`config.mk`:
```
export PLATFORM = sky130hd
export DESIGN_NAME = seg_display_ctrl
export DESIGN_NICKNAME = d
export VERILOG_FILES = /design/src/rtl/seg_display_ctrl.sv
export SDC_FILE = /design/constraint.sdc
export NUM_CORES = 1
export LEC_CHECK = 0
export CELL_PAD_IN_SITES_DETAIL_PLACEMENT = 1
export CELL_PAD_IN_SITES_GLOBAL_PLACEMENT = 1
export CORE_MARGIN = 10
export CORE_UTILIZATION = 30
export DETAILED_ROUTE_END_ITERATION = 12
export PLACE_DENSITY_LB_ADDON = 0.3
export SETUP_SLACK_MARGIN = 0.4
export SYNTH_ARGS = -nofsm -noshare
export SYNTH_HDL_FRONTEND = slang
export SYNTH_SLANG_ARGS = --single-unit
```
`constraint.sdc`:
```
create_clock -name CLK -period 2.6 [get_ports CLK]
set_input_delay 0.26 -clock CLK [delete_from_list [all_inputs] [get_ports CLK]]
set_output_delay 0.26 -clock CLK [all_outputs]
set_load 0.1 [all_outputs]
```
`src/rtl/seg_display_ctrl.sv`:
```
// Multi-digit seven-segment controller: serial shift-add-3 binary-to-BCD (or direct hex)
// conversion, committed digits time-multiplexed onto active-low segment/anode lines.
module seg_display_ctrl #(
  parameter int DIGITS      = 4,
  parameter int WIDTH       = 16,
  parameter int REFRESH_DIV = 1000
) (
  input  logic              CLK,
  input  logic              RST,
  input  logic [WIDTH-1:0]  VALUE,
  input  logic              LOAD,
  input  logic              HEX,
  input  logic              BLANK_LZ,
  output logic              BUSY,
  output logic              DONE,
  output logic              OVF,
  output logic [6:0]        SSEG,
  output logic [DIGITS-1:0] AN
);
  localparam int DW = 4 * DIGITS;
  localparam int CW = $clog2(WIDTH + 1);
  localparam int RW = $clog2(REFRESH_DIV);
  localparam int IW = (DIGITS > 1) ? $clog2(DIGITS) : 1;

  typedef enum logic [1:0] {IDLE = 2'd0, SHIFT = 2'd1, COMMIT = 2'd2} state_t;

  function automatic logic [6:0] seg_encode(input logic [3:0] digit);
    case (digit)
      4'h0:    seg_encode = 7'b1000000;
      4'h1:    seg_encode = 7'b1111001;
      4'h2:    seg_encode = 7'b0100100;
      4'h3:    seg_encode = 7'b0110000;
      4'h4:    seg_encode = 7'b0011001;
      4'h5:    seg_encode = 7'b0010010;
      4'h6:    seg_encode = 7'b0000010;
      4'h7:    seg_encode = 7'b1111000;
      4'h8:    seg_encode = 7'b0000000;
      4'h9:    seg_encode = 7'b0010000;
      4'hA:    seg_encode = 7'b0001000;
      4'hB:    seg_encode = 7'b0000011;
      4'hC:    seg_encode = 7'b1000110;
      4'hD:    seg_encode = 7'b0100001;
      4'hE:    seg_encode = 7'b0000110;
      default: seg_encode = 7'b0001110;
    endcase
  endfunction

  logic [1:0]        rst_sync_r;
  logic              rst_n_s;
  state_t            state_r, state_nx_s;
  logic [WIDTH-1:0]  val_r;
  logic              hex_r, blz_r;
  logic [DW-1:0]     bcd_r, bcd_adj_s;
  logic              ovf_acc_r;
  logic [CW-1:0]     cnt_r;
  logic [DW-1:0]     digits_r, commit_digits_s, disp_digits_s;
  logic [DIGITS-1:0] blank_r, blank_nx_s, disp_blank_s;
  logic              ovf_r, commit_ovf_s, disp_ovf_s, hex_ovf_s;
  logic              zero_above_s, commit_s, load_ok_s;
  logic              done_r, busy_r;
  logic [RW-1:0]     ref_cnt_r;
  logic              wrap_s;
  logic [IW-1:0]     idx_r, idx_nx_s;
  logic [3:0]        cur_digit_s;
  logic [6:0]        sseg_r, sseg_nx_s;
  logic [DIGITS-1:0] an_r, an_nx_s;

  // Reset synchroniser: asserts asynchronously, releases two clocks later.
  always_ff @(posedge CLK or negedge RST) begin
    if (!RST) rst_sync_r <= 2'b00;
    else      rst_sync_r <= {rst_sync_r[0], 1'b1};
  end
  assign rst_n_s = rst_sync_r[1];

  // A load is refused during the DONE cycle so each result is seen before the next starts.
  assign load_ok_s = LOAD & ~done_r;
  assign commit_s  = (state_r == COMMIT);

  // FSM state register.
  always_ff @(posedge CLK or negedge rst_n_s) begin
    if (!rst_n_s) state_r <= IDLE;
    else          state_r <= state_nx_s;
  end

  // FSM next-state logic.
  always_comb begin
    state_nx_s = state_r;
    case (state_r)
      IDLE: begin
        if (load_ok_s) state_nx_s = HEX ? COMMIT : SHIFT;
        else           state_nx_s = IDLE;
      end
      SHIFT: begin
        if (cnt_r == CW'(1)) state_nx_s = COMMIT;
        else                 state_nx_s = SHIFT;
      end
      COMMIT:  state_nx_s = IDLE;
      default: state_nx_s = IDLE;
    endcase
  end

  // Add-3 correction on every BCD nibble ahead of the shift.
  always_comb begin
    bcd_adj_s = bcd_r;
    for (int i = 0; i < DIGITS; i++) begin
      if (bcd_r[i*4 +: 4] >= 4'd5) bcd_adj_s[i*4 +: 4] = bcd_r[i*4 +: 4] + 4'd3;
      else                         bcd_adj_s[i*4 +: 4] = bcd_r[i*4 +: 4];
    end
  end

  // Capture on load, then shift {bcd, value} left once per SHIFT cycle.
  always_ff @(posedge CLK or negedge rst_n_s) begin
    if (!rst_n_s) begin
      val_r     <= '0;
      hex_r     <= 1'b0;
      blz_r     <= 1'b0;
      bcd_r     <= '0;
      ovf_acc_r <= 1'b0;
      cnt_r     <= '0;
    end else begin
      case (state_r)
        IDLE: begin
          if (load_ok_s) begin
            val_r     <= VALUE;
            hex_r     <= HEX;
            blz_r     <= BLANK_LZ;
            bcd_r     <= '0;
            ovf_acc_r <= 1'b0;
            cnt_r     <= CW'(WIDTH);
          end
        end
        SHIFT: begin
          bcd_r     <= {bcd_adj_s[DW-2:0], val_r[WIDTH-1]};
          val_r     <= val_r << 1'b1;
          ovf_acc_r <= ovf_acc_r | bcd_adj_s[DW-1];
          cnt_r     <= cnt_r - CW'(1);
        end
        default: ;
      endcase
    end
  end

  // Commit values: hex digits come straight from the captured value, zero-extended.
  always_comb begin
    hex_ovf_s    = |(val_r >> DW);
    zero_above_s = 1'b1;
    blank_nx_s   = '0;
    if (hex_r) begin
      commit_digits_s = DW'(val_r);
      commit_ovf_s    = hex_ovf_s;
    end else begin
      commit_digits_s = bcd_r;
      commit_ovf_s    = ovf_acc_r;
    end
    for (int i = DIGITS - 1; i >= 0; i--) begin
      zero_above_s  = zero_above_s & (commit_digits_s[i*4 +: 4] == 4'd0);
      blank_nx_s[i] = blz_r & zero_above_s & (i != 0);
    end
  end

  // Committed display state and handshake outputs.
  always_ff @(posedge CLK or negedge rst_n_s) begin
    if (!rst_n_s) begin
      digits_r <= '0;
      blank_r  <= '0;
      ovf_r    <= 1'b0;
      done_r   <= 1'b0;
      busy_r   <= 1'b0;
    end else begin
      if (commit_s) begin
        digits_r <= commit_digits_s;
        blank_r  <= blank_nx_s;
        ovf_r    <= commit_ovf_s;
      end
      done_r <= commit_s;
      busy_r <= (state_nx_s != IDLE);
    end
  end

  // Scan: next index and the segment pattern it will show, including a same-edge commit.
  always_comb begin
    wrap_s = (ref_cnt_r == RW'(REFRESH_DIV - 1));
    if (!wrap_s)                        idx_nx_s = idx_r;
    else if (idx_r == IW'(DIGITS - 1))  idx_nx_s = '0;
    else                                idx_nx_s = idx_r + IW'(1);
    if (commit_s) begin
      disp_digits_s = commit_digits_s;
      disp_blank_s  = blank_nx_s;
      disp_ovf_s    = commit_ovf_s;
    end else begin
      disp_digits_s = digits_r;
      disp_blank_s  = blank_r;
      disp_ovf_s    = ovf_r;
    end
    cur_digit_s = disp_digits_s[{idx_nx_s, 2'b00} +: 4];
    if (disp_ovf_s)                  sseg_nx_s = 7'b0111111;
    else if (disp_blank_s[idx_nx_s]) sseg_nx_s = 7'b1111111;
    else                             sseg_nx_s = seg_encode(cur_digit_s);
    for (int i = 0; i < DIGITS; i++) an_nx_s[i] = (idx_nx_s != IW'(i));
  end

  // Refresh counter, scan index and registered display pins.
  always_ff @(posedge CLK or negedge rst_n_s) begin
    if (!rst_n_s) begin
      ref_cnt_r <= '0;
      idx_r     <= '0;
      sseg_r    <= 7'b1000000;
      an_r      <= '1;
      an_r[0]   <= 1'b0;
    end else begin
      ref_cnt_r <= wrap_s ? '0 : ref_cnt_r + RW'(1);
      idx_r     <= idx_nx_s;
      sseg_r    <= sseg_nx_s;
      an_r      <= an_nx_s;
    end
  end

  assign BUSY = busy_r;
  assign DONE = done_r;
  assign OVF  = ovf_r;
  assign SSEG = sseg_r;
  assign AN   = an_r;
endmodule

```
======== After elaboration in Yosys (flattened, before gate mapping) ========
Memory sizes are Yosys's and may differ from the RTL's.
Cells that the tools add are included.
word-level totals
  flip-flop bits (word level) ............. 90
  ROM bits ................................ 112
  input bits .............................. 21
  output and inout port bits .............. 14
  word-level logic and storage cells ...... 85
  memories kept ........................... 1
memory list
  name              depth  bits a word  read ports  clocked after Yosys merged registers in  write ports  line  text
  (name not given)  16     7            1           0                                        0            28    case (digit)
cells by class
  add/sub/neg operators ................... 7
  $lt $le $gt $ge ......................... 5
  equality and inequality tests ........... 9
  shift-type cells ........................ 1
  muxes and demuxes ....................... 28
  bitwise gates (word level) .............. 8
  reduce and logical (&&, ||, !) cells .... 9
operator list
  kind                                                                                  number
  16-bit 2-to-1 mux                                                                     4
  16-bit case mux with 2 select lines                                                   2
  4-bit 2-to-1 mux                                                                      5
  4-bit by 2-bit adder with 4-bit output (second input constant)                        4
  4-bit by 3-bit greater-or-equal comparator with 1-bit output (second input constant)  4
  16-bit by 5-bit indexed part select with 4-bit output                                 1
  7-bit 2-to-1 mux                                                                      2
  4-bit zero test                                                                       3
  10-bit by 1-bit adder with 10-bit output (second input constant)                      1
  10-bit equality test (second input constant)                                          1
  10-bit 2-to-1 mux                                                                     1
  2-bit 2-to-1 mux                                                                      5
  5-bit case mux with 2 select lines                                                    1
  1-bit AND                                                                             6
  2-bit != test (second input constant)                                                 3
  2-bit nonzero test                                                                    3
  5-bit by 1-bit equality test with 1-bit output (second input constant)                1
  5-bit 2-to-1 mux                                                                      1
  5-bit by 1-bit subtractor with 5-bit output (second input constant)                   1
  2-bit equality test (second input constant)                                           2
  1-bit 2-to-1 mux                                                                      4
  2-bit case mux with 2 select lines                                                    1
  2-bit AND reduction                                                                   2
  2-bit by 3-bit < comparator with 1-bit output (second input constant)                 1
  other kinds (8)                                                                       8

======== Longest topological paths before layout ========
Gate-level depths: netlist (run 1).
  depth after elaboration ................. 10
  depth in mapped cells ................... 13
  depth with buffers taken out ............ 13

======== Worst setup path after synthesis (run 1) ========
No wires, ideal clock.
  path type ............................... reg-to-reg
  from .................................... reg ref_cnt_r[0]
  to ...................................... reg sseg_r[3] (netlist: SSEG[3])
  setup time .............................. 0.136 ns
  data arrival time ....................... 2.672 ns
  required time ........................... 2.464 ns
  slack ................................... -0.209 ns
  stages on the path, launching flop included .. 14
  path buffers ............................ 0
  period minus slack after synthesis ...... 2.809 ns
  cells stage by stage .................... dfrtp_1 ha_1 nand4b_4 nor3_4 a21oi_4 inv_4 mux2_2 mux2i_4 inv_2 ha_1 inv_1 a21oi_1 a211oi_1 o21ai_1
between the ends
  cells in the longest elaborated chain, start to end .. 6
  elaborated cells on any way between the ends .. 8
  those cells by class .................... 1 x eq/ne; 1 x shift; 5 x mux; 1 x memory
RTL lines
  item                                                                                                                line      text
  start, declared                                                                                                     61        logic [RW-1:0] ref_cnt_r;
  start signal, assigned                                                                                              211       ref_cnt_r <= wrap_s ? '0 : ref_cnt_r + RW'(1);
  10-bit equality test *                                                                                              182       wrap_s = (ref_cnt_r == RW'(REFRESH_DIV - 1));
  2-bit 2-to-1 mux *                                                                                                  183       if (!wrap_s) idx_nx_s = idx_r;
  via idx_nx_s[1]                                                                                                     63        logic [IW-1:0] idx_r, idx_nx_s;
  16-bit by 5-bit indexed part select with 4-bit output or 1-bit binary-select mux with 2-bit select (tied branches)  195, 197
  memory 16 x 7 bit or 1-bit 2-to-1 mux (tied branches)                                                               n/a
  7-bit 2-to-1 mux *                                                                                                  197       else if (disp_blank_s[idx_nx_s]) sseg_nx_s = 7'b1111111;
  7-bit 2-to-1 mux *                                                                                                  196       if (disp_ovf_s) sseg_nx_s = 7'b0111111;
  via sseg_nx_s[3]                                                                                                    65        logic [6:0] sseg_r, sseg_nx_s;
  end signal, assigned                                                                                                213       sseg_r <= sseg_nx_s;
  end, declared                                                                                                       65
The timed path passes the listed nets; every way through them passes the cells marked *. The select of a mux whose other input is x is not followed.
A chain may end at the register's enable or synchronous reset.

======== Worst setup path after layout (run 1) ========
  from .................................... reg idx_r[0]
  to ...................................... reg sseg_r[0] (netlist: SSEG[0])
between the ends
  cells in the longest elaborated chain, start to end .. 7
  elaborated cells on any way between the ends .. 10
  those cells by class .................... 1 x add/sub; 1 x eq/ne; 1 x shift; 6 x mux; 1 x memory
RTL lines
  item                                                                                                                line      text
  start, declared                                                                                                     63
  start signal, assigned                                                                                              212       idx_r <= idx_nx_s;
  2-bit by 1-bit adder with 2-bit output or 2-bit equality test (tied branches)                                       185, 184
  2-bit 2-to-1 mux                                                                                                    184       else if (idx_r == IW'(DIGITS - 1)) idx_nx_s = '0;
  2-bit 2-to-1 mux *                                                                                                  183
  via idx_nx_s[0]                                                                                                     63
  16-bit by 5-bit indexed part select with 4-bit output or 1-bit binary-select mux with 2-bit select (tied branches)  195, 197
  memory 16 x 7 bit or 1-bit 2-to-1 mux (tied branches)                                                               n/a
  7-bit 2-to-1 mux *                                                                                                  197
  7-bit 2-to-1 mux *                                                                                                  196
  via sseg_nx_s[0]                                                                                                    65
Marked as above.

==> results.yml, run 1 <==
run_status:
  status: "finished, violations left"
  violations: "setup timing"
min_path:
  hold_path_class: "primary input to asynchronous set/reset pin"
yosys:
  netlist_instances: 457
  synthTopCellsByArea: "dfrtp_1, nand2_1, ha_1"
  synth_fp_nets: 496
  synth_top_cell_area_share: 0.4584
  ys_ff_latch: 90
  synth_area_mm2: 0.004695
  ys.warnings.count: 0
  ys_types: 58
  synth.largest_area_cell: "dfrtp_1"
  yosysSeqAreaShare: 0.4808
  syn_area_per_cell_um2: 10.27
die:
  io_pins: 35
  rows: 45
  initial_core_util: 0.3077
  dieArea_mm2: 0.02105
  die_y_um: 145.1
  core_mm2: 0.01526
  die-width_um: 145.1
timing:
  maxSlewViolCount: 0
  fin_skew_ps: 7.532
  fin_ws_ps: -38.50
  period_share: 1.015
  final-setup-viol-count: 2
  fmax_ghz: 0.3790
  grt_setup_unrepaired: "yes"
  finalHoldViolations: 0
  hold_ws_ps: 65.99
  fin_crit_ps: 2639
global_route:
  overflow: 0
  grt_pass1_vias: 4035
  grt_pass1_wl_mm: 21.50
  grt_antenna_before_repair: 0
  grt_max_degree: 37
  track_usage: 0.1236
worst_setup_path:
  slowest_stage: "or4_4"
  crit_top_cell: "mux2_4"
  crit_type: "flop to flop"
  max_stage_delay_ps: 470
  crit_arrival_ps: 2870
  crit_fanout: 5
  cp_data_required_time_ps: 2830
  crit_path_start_kind: "flop"
  cp_cell_sequence: "ha_1, or2_1, or4_4, nand2_8, buf_12, mux2_4, mux2_4, nor3_2, o31ai_1"
  end_kind: "flop"
layout:
  fin_cells: 742
  final_common_cell: "dfrtp_1"
  antenna_cells: 0
  final_cell_mix: "dfrtp_1, nand2_1, buf_4, o21ai_0, nand3_1"
  fin_nets: 565
  area_growth_pct: 27.53
  layout-drive-gt1-share: 0.2429
job:
  max-cap-violations: 0
clocking:
  numCtsBuffers: 9
  clock_sinks: 90
  path_clk_slew_ps: 70
  cts_tree: "yes"
  clock_latency_ps: 350
  clk_path_buf_depth: 2
  h-tree-depth: 3
  cts-root-buf: "clkbuf_16"
  hold_buffers: 0
route:
  drt-vias-per-instance: 4.969
  wire_per_inst_um: 17.11
  routed_wl_mm: 12.69
  vias: 3687
  first_pass_iters: 4
  drc: 0
  antenna_left: 0
  first_iter_violations: 221
pwr:
  ir_drop_uv: 405.4
  p_per_area_mw_per_mm2: 1119
  p_leak_nw: 2.706
placed_design:
  dp_cells: 718
  hpwlAfterDp_mm: 9.063
  gp_congestion: 0.8289
  port_buffers: 34
## worst max-delay path, delay by kind of cell, from the launching register on
| kind | cells | cell delay, ps |
|---|---|---|
| mux | 2 | 680 |
| simple gates | 4 | 1030 |
| fa+ha+maj | 1 | 200 |
| flops | 1 | 390 |
| compound gates | 1 | 110 |
| buf+inv | 1 | 120 |
## synthesized netlist by cell type, drive strengths merged
master  number
dfrtp       86
nand2       63
o21ai       31
inv         27
nand3       25
nor2        21
ha          18
mux2        18
mux2i       17
a21oi       16
a22oi       15
clkbuf      14
o31ai       13
xor2        10
nand2b       9
nor3         9
buf          6
xnor2        6
a32oi        5
a211oi       4
a32o         4
and3         4
dfstp        4
nor4b        4
and2         3
o211ai       3
o22ai        3
nor2b        2
nor4         2
o31a         2
or4          2
a21boi       1
a221o        1
conb         1
nand4b       1
nor3b        1
o21a         1
o221ai       1
o311ai       1
o41ai        1
or2          1
or4b         1
## repair_timing
| item | CTS | global route |
|---|---|---|
| gates cloned | 1 | 0 |
| resized for setup | 13 | 11 |
| pin swaps | 5 | 2 |
| endpoints found under the setup margin | 7 | 7 |
| setup buffers | 3 | 4 |
## state kept, by name, summed over array words and instances, names as in the netlist
register	cells
SSEG	7
val_r	16
AN	4
bcd_r	16
hex_r	1
OVF	1
blank_r	4
idx_r	2
blz_r	1
ref_cnt_r	10
BUSY	1
cnt_r	5
rst_sync_r	2
state_r	2
ovf_acc_r	1
digits_r	16
DONE	1
## routing by layer
metal	vias to the layer above	routed length [um]	GRT usage
li1	1754	-	-
met1	1859	5749	0.1544
met2	51	6308	0.2054
met3	23	336	0.02018
met4	0	299	0.05511
met5	-	0	0
## cell families (layout without fill, tap and decap cells)
kind of cell             count (synthesis)  count (layout)  synth area share
AO/OA/AOI/OAI                          102             102            0.1479
flip-flops                              90              90            0.4808
XOR/XNOR                                16              16           0.02985
other                                    1               1         0.0007988
buffers and inverters                   47             120           0.04291
multiplexers                            35              36           0.08715
AND/OR/NAND/NOR                        148             148            0.1626
adder cells (fa/ha/maj)                 18              18           0.04798
## through the flow
| step | utilization | setup TNS, ps | power (mW) | cell area [um2] | setup slack [ps] |
|---|---|---|---|---|---|
| after global routing | 0.3924 | -619.6 | 7.194 | 5987 | -165.8 |
| after global placement | 0.3611 | 0 | 5.077 | 5510 | 29.66 |
| after floorplan | - | -148.6 | 4.264 | 4722 | -72.49 |
| after detailed placement | 0.3611 | -285.4 | 5.184 | 5510 | -134.4 |
| final | 0.3924 | -68.44 | 6.697 | 5987 | -38.50 |
| after CTS | 0.3874 | -3.209 | 6.710 | 5911 | -3.209 |
## worst paths after layout
kind / start / endpoint / slack [ps] / cells past startpoint
max: idx_r[0]$_DFF_PN0_ / SSEG[0]$_DFF_PN0_ / -40 / 9
min: RST / rst_sync_r[1]$_DFF_PN0_ / 70 / 1
max reg2reg: idx_r[0]$_DFF_PN0_ / SSEG[0]$_DFF_PN0_ / -40 / 9
min reg2reg: rst_sync_r[1]$_DFF_PN0_ / cnt_r[0]$_DFFE_PN0P_ / 300 / 0
max in group asynchronous: rst_sync_r[1]$_DFF_PN0_ / SSEG[6]$_DFF_PN1_ / 1600 / 1
min in group CLK: rst_sync_r[0]$_DFF_PN0_ / rst_sync_r[1]$_DFF_PN0_ / 360 / 0
## where the power goes
group          switching, mW  total [mW]  internal (mW)
combinational           1.93        3.08           1.15
clock                  0.567        1.41          0.840
sequential             0.353        2.21           1.85
## final cells by class
class | count | area (um2)
fill | 1690 | 9271
multi-input combinational | 321 | 2361
sequential | 90 | 2262
timing repair buffer | 77 | 676.9
tap | 211 | 264.0
clock buffer | 9 | 225.2
inverter | 27 | 103.9
clock inverter | 7 | 93.84
Power figures use the tool's default switching activity.
==> inputs of run 2 (changes only) <==
Settings changed: PLACE_DENSITY set to 0.68, PLACE_DENSITY_LB_ADDON 0.3 to not set.
==> run 2 against run 1 <==
Against the previous run: the run still ends with setup timing left; first-iteration DRC count grew 11%; cell area grew 1.3%; die area is the same; flip-flop and latch count is the same; core utilization grew 0.52 points; worst hold slack gained 0.80 ps; clock skew grew 2.2 ps; setup slack gained 31 ps; sequential power is essentially flat; critical endpoint is now SSEG[3]$_DFF_PN0_; largest cell class unchanged; highest routed layer unchanged.
==> results.yml, run 2 (synthesis gave the netlist of run 1 again) <==
run_status:
  status: "finished, violations left"
  violations: "setup timing"
min_path:
  hold_path_class: "primary input to asynchronous set/reset pin"
global_route:
  grt_use_met1: 0.1492
  use_met2: 0.2068
  grt_pass1_vias: 4045
  gr-usage-met3: 0.02453
  overflow: 0
  track_usage: 0.1231
  grt_pass1_wl_mm: 21.38
  grt_antenna_before_repair: 0
  grt_max_degree: 57
  busiest_layer: "met2"
pwr:
  power_mw: 6.823
  seqPwrFrac: 0.324
  pwr-share-clk: 0.211
  switchingPower_mw: 2.891
  switching_share: 0.4238
  ir_drop_uv: 404.7
  p_leak_nw: 2.715
  combPwrFrac: 0.465
  p_int_mw: 3.932
  p_per_area_mw_per_mm2: 1125
timing:
  worst_pin_slew_ps: 546.6
  fin_ws_ps: -7.049
  fin_crit_ps: 2607
  finalHoldViolations: 0
  final-setup-viol-count: 1
  fin_skew_ps: 9.759
  grt_setup_unrepaired: "yes"
  period_share: 1.003
  fmax_ghz: 0.3836
  maxSlewViolCount: 0
  slew_headroom: 0.6308
clocking:
  hold_buffers: 0
  cts_tree: "yes"
  clk_path_buf_depth: 2
  clock_latency_ps: 350
  cts-root-buf: "clkbuf_16"
  path_clk_slew_ps: 60
  h-tree-depth: 3
  numCtsBuffers: 9
  clock_sinks: 90
worst_setup_path:
  end_kind: "flop"
  crit_arrival_ps: 2820
  crit_type: "flop to flop"
  crit_fanout: 5
  cp_data_required_time_ps: 2820
  crit_path_start_kind: "flop"
route:
  routed_wl_mm: 12.89
  drt-vias-per-instance: 5.055
  antenna_left: 0
  wire_per_inst_um: 17.39
  first_iter_violations: 246
  drc: 0
  vias: 3746
  first_pass_iters: 4
layout:
  area_growth_pct: 29.21
  final_common_cell: "dfrtp_1"
  top_regs: "bcd_r (16), digits_r (16), val_r (16)"
  layout-drive-gt1-share: 0.2528
  fillCellCount: 1698
  final_cell_mix: "dfrtp_1, nand2_1, buf_4, o21ai_0, inv_1"
  antenna_cells: 0
  fin_nets: 565
placed_design:
  post-place-ws_ps: -108.5
  port_buffers: 34
  hpwlAfterDp_mm: 8.728
  gp_congestion: 0.8506
die:
  die-width_um: 145.1
  initial_core_util: 0.3077
  die_y_um: 145.1
  rows: 45
  core_mm2: 0.01526
  io_pins: 35
  dieArea_mm2: 0.02105
job:
  max-cap-violations: 0
run 2: cell types whose count changed in the layout (fill, tap and decap cells not counted), moves of 2 or more:
cell        previous run  this run
inv_2                  4         2
a211oi_2               2         4
clkbuf_8               0         2
ha_4                   1         4
ha_1                  14        12
nor3_2                 1         3
a211oi_1               2         0
clkbuf_1               0         2
clkinvlp_4             2         0
nor3_1                 7         5
nand3_1               23        21
run 2: worst max-delay path, stage by stage (launching register included):
cell	delay [ps]
dfrtp_1	400
ha_4	170
nand4b_4	130
or4_4	580
nand2_8	120
buf_12	120
mux2i_4	270
inv_2	110
ha_4	190
inv_4	60
a21oi_2	30
a211oi_2	220
o21ai_1	80
run 2: layer usage:
| layer | part of all wire | wire length, um |
|---|---|---|
| met2 | 0.50 | 6490 |
| met4 | 0.024 | 313 |
| met1 | 0.44 | 5662 |
| met3 | 0.033 | 419 |
| met5 | 0 | 0 |
run 2: what timing repair did:
item,in CTS,in global routing
endpoints found under the setup margin,7,7
gates cloned,1,0
buffers inserted,7,7
gates resized for setup,19,19
pin swaps,14,17
run 2: final timing paths:
kind	from	end	slack, ps	cells after the start
setup reg to reg	ref_cnt_r[0]$_DFF_PN0_	SSEG[3]$_DFF_PN0_	-7	12
max in group asynchronous	rst_sync_r[1]$_DFF_PN0_	SSEG[6]$_DFF_PN1_	1610	1
setup / recovery	ref_cnt_r[0]$_DFF_PN0_	SSEG[3]$_DFF_PN0_	-7	12
min in group CLK	rst_sync_r[0]$_DFF_PN0_	rst_sync_r[1]$_DFF_PN0_	360	0
hold reg to reg	rst_sync_r[1]$_DFF_PN0_	val_r[4]$_DFFE_PN0P_	280	0
hold / removal	RST	rst_sync_r[1]$_DFF_PN0_	70	1
run 2: layout make-up:
class	count	area [um2]	area share
Clock buffer	13	260.3	0.04290
Clock inverter	2	60.06	0.009901
Tap cell	211	264.0	0.04352
Multi-Input combinational cell	321	2432	0.4010
Sequential cell	90	2261	0.3727
Inverter	27	107.6	0.01774
Timing Repair Buffer	77	680.7	0.1122
run 2: power groups by stage:
| stage | clock network [mW] | registers (mW) | logic, mW |
|---|---|---|---|
| floorplan | 0 | 2.57 | 1.69 |
| global placement | 0 | 2.20 | 2.79 |
| detailed placement | 0 | 2.23 | 2.88 |
| CTS | 1.47 | 2.21 | 3.05 |
| global route | 1.54 | 2.27 | 3.48 |
| finish | 1.44 | 2.21 | 3.17 |
run 2: metrics by stage:
step	setup TNS (ps)	util	cells	area, um2	hold slack [ps]
2_1_floorplan	-148.6	-	457	4722	-35.59
3_3_place_gp	0	0.3577	711	5458	295.4
3_5_place_dp	-223.4	0.3577	711	5458	302.0
4_1_cts	-33.94	0.3880	734	5921	65.60
5_1_grt	-567.8	0.3975	741	6066	70.70
6_report	-7.049	0.3975	741	6066	66.79
==> inputs of run 3 (changes only) <==
Settings changed: CORE_MARGIN 10 to 5, CTS_BUF_LIST set to sky130_fd_sc_hd__clkbuf_4 sky130_fd_sc_hd__clkbuf_8.
==> run 3 against run 2 <==
Against the previous run: the flow still finishes with violations (setup timing); count of clock-buffer cells in the layout down 3; first-iteration DRC count down 4.5%; clock power down 9.7%; global-route usage up 1.6 points; combinational power up 1%.
==> results.yml, run 3 (synthesis gave the netlist of run 1 again) <==
timing:
  grt_setup_unrepaired: "yes"
  period_share: 1.022
  fin_ws_ps: -56.72
  fmax_ghz: 0.3764
  fin_crit_ps: 2657
  finalHoldViolations: 0
  worst_pin_slew_ps: 675.1
  fin_skew_ps: 7.977
  final-setup-viol-count: 2
  maxSlewViolCount: 0
  tns_ps: -71.48
  slew_headroom: 0.5499
pwr:
  p_leak_nw: 2.713
  combPwrFrac: 0.478
  p_per_area_mw_per_mm2: 1114
  switchingPower_mw: 2.908
  switching_share: 0.4326
  p_int_mw: 3.814
  ir_drop_uv: 402.7
  seqPwrFrac: 0.328
  pwr-share-clk: 0.194
worst_setup_path:
  worst-path-stages: 13
  reg2regPathDepth: 13
  slowest_stage: "dfrtp_1"
  startpoint: "idx_r[0]$_DFF_PN0_"
  reg2reg_from: "idx_r[0]$_DFF_PN0_"
  max_stage_delay_ps: 390
  crit_arrival_ps: 2960
  cp_data_required_time_ps: 2900
  crit_type: "flop to flop"
  cp_cell_sequence: "ha_1, or2_1, buf_4, nor4_4, nor3_2, a211oi_2, nor2_2, inv_2, ha_4, inv_2, a21oi_1, a211oi_2, o21ai_1"
  crit_path_start_kind: "flop"
  end_kind: "flop"
  cp.buffers_inverters: 3
  crit_fanout: 4
  path_delay_family: "simple AND/OR/NAND/NOR gates"
placed_design:
  dp_cells: 712
  hpwlAfterDp_mm: 8.716
  gp_congestion: 0.8211
  port_buffers: 34
route:
  drc: 0
  first_pass_iters: 4
  drt-vias-per-instance: 5.005
  wire_per_inst_um: 17.09
  first_iter_violations: 235
  vias: 3714
  routed_wl_mm: 12.68
  antenna_left: 0
run_status:
  violations: "setup timing"
  status: "finished, violations left"
global_route:
  grt_pass1_vias: 3962
  grt_pass1_wl_mm: 20.11
  track_usage: 0.1390
  overflow: 0
  grt_antenna_before_repair: 0
  grt_max_degree: 37
clocking:
  cts_tree: "yes"
  clock_latency_ps: 380
  path_clk_slew_ps: 90
  cts-root-buf: "clkbuf_8"
  numCtsBuffers: 9
  clk_path_buf_depth: 2
  clock_sinks: 90
  h-tree-depth: 3
layout:
  register_area_mm2: 0.002262
  top_regs: "bcd_r (16), digits_r (16), val_r (16)"
  final_common_cell: "dfrtp_1"
  multi_input_area_mm2: 0.002450
  fillCellCount: 1689
  antenna_cells: 0
  fin_cells: 742
  layout-drive-gt1-share: 0.2599
  area_growth_pct: 28.54
  fin_nets: 565
  final_cell_mix: "dfrtp_1, nand2_1, buf_4, o21ai_0"
min_path:
  hold_path_class: "primary input to asynchronous set/reset pin"
die:
  initial_core_util: 0.3077
  die-width_um: 135.1
  dieArea_mm2: 0.01825
  die_y_um: 135.1
  core_mm2: 0.01526
  io_pins: 35
  rows: 45
job:
  max-cap-violations: 0
## run 3: layout make-up
cell class,count,area share
Multi-Input combinational cell,321,0.4060
Sequential cell,90,0.3749
Clock buffer,10,0.02281
Inverter,27,0.01721
Clock inverter,6,0.02260
Tap cell,211,0.04375
Timing Repair Buffer,77,0.1128
## run 3: metrics by stage
stage | total power [mW] | hold WS [ps] | area, um2 | worst slack, ps | util
after floorplan | 4.264 | -35.59 | 4722 | -72.49 | -
after global routing | 7.122 | 15.13 | 6035 | -156.8 | 0.3955
after CTS | 6.538 | 8.938 | 5834 | 10.68 | 0.3824
after detailed placement | 5.131 | 310.9 | 5453 | -115.0 | 0.3574
final | 6.721 | 35.62 | 6035 | -56.72 | 0.3955
after global placement | 5.001 | 306.2 | 5453 | 22.23 | 0.3574
## run 3: what timing repair did
action	4_1_cts	5_1_grt
hold buffers	0	0
pin swaps	6	12
cloned	1	0
setup endpoints to repair	7	7
resized for setup	9	29
buffers inserted	7	6
## run 3: final timing paths
| path | slack, ps | to |
|---|---|---|
| max in group asynchronous | 1590 | AN[2]$_DFF_PN1_ |
| setup reg to reg | -60 | SSEG[3]$_DFF_PN0_ |
| hold reg to reg | 300 | val_r[4]$_DFFE_PN0P_ |
| setup / recovery | -60 | SSEG[3]$_DFF_PN0_ |
| min in group CLK | 360 | rst_sync_r[1]$_DFF_PN0_ |
| hold / removal | 40 | rst_sync_r[1]$_DFF_PN0_ |
## run 3: power by group through the flow
stage	Clock (mW)	Combinational (mW)	Sequential, mW
2_1_floorplan	0	1.69	2.57
3_3_place_gp	0	2.80	2.21
3_5_place_dp	0	2.90	2.23
4_1_cts	1.34	3.00	2.20
5_1_grt	1.39	3.47	2.26
6_report	1.30	3.21	2.21
## run 3: routing by layer
metal	track usage	share of wire	wire length, um	vias to the layer above
li1	-	-	-	1758
met1	0.1766	0.47	5899	1870
met2	0.2295	0.48	6076	59
met3	0.02347	0.027	343	27
met4	0.06719	0.028	358	0
met5	0	0	0	-
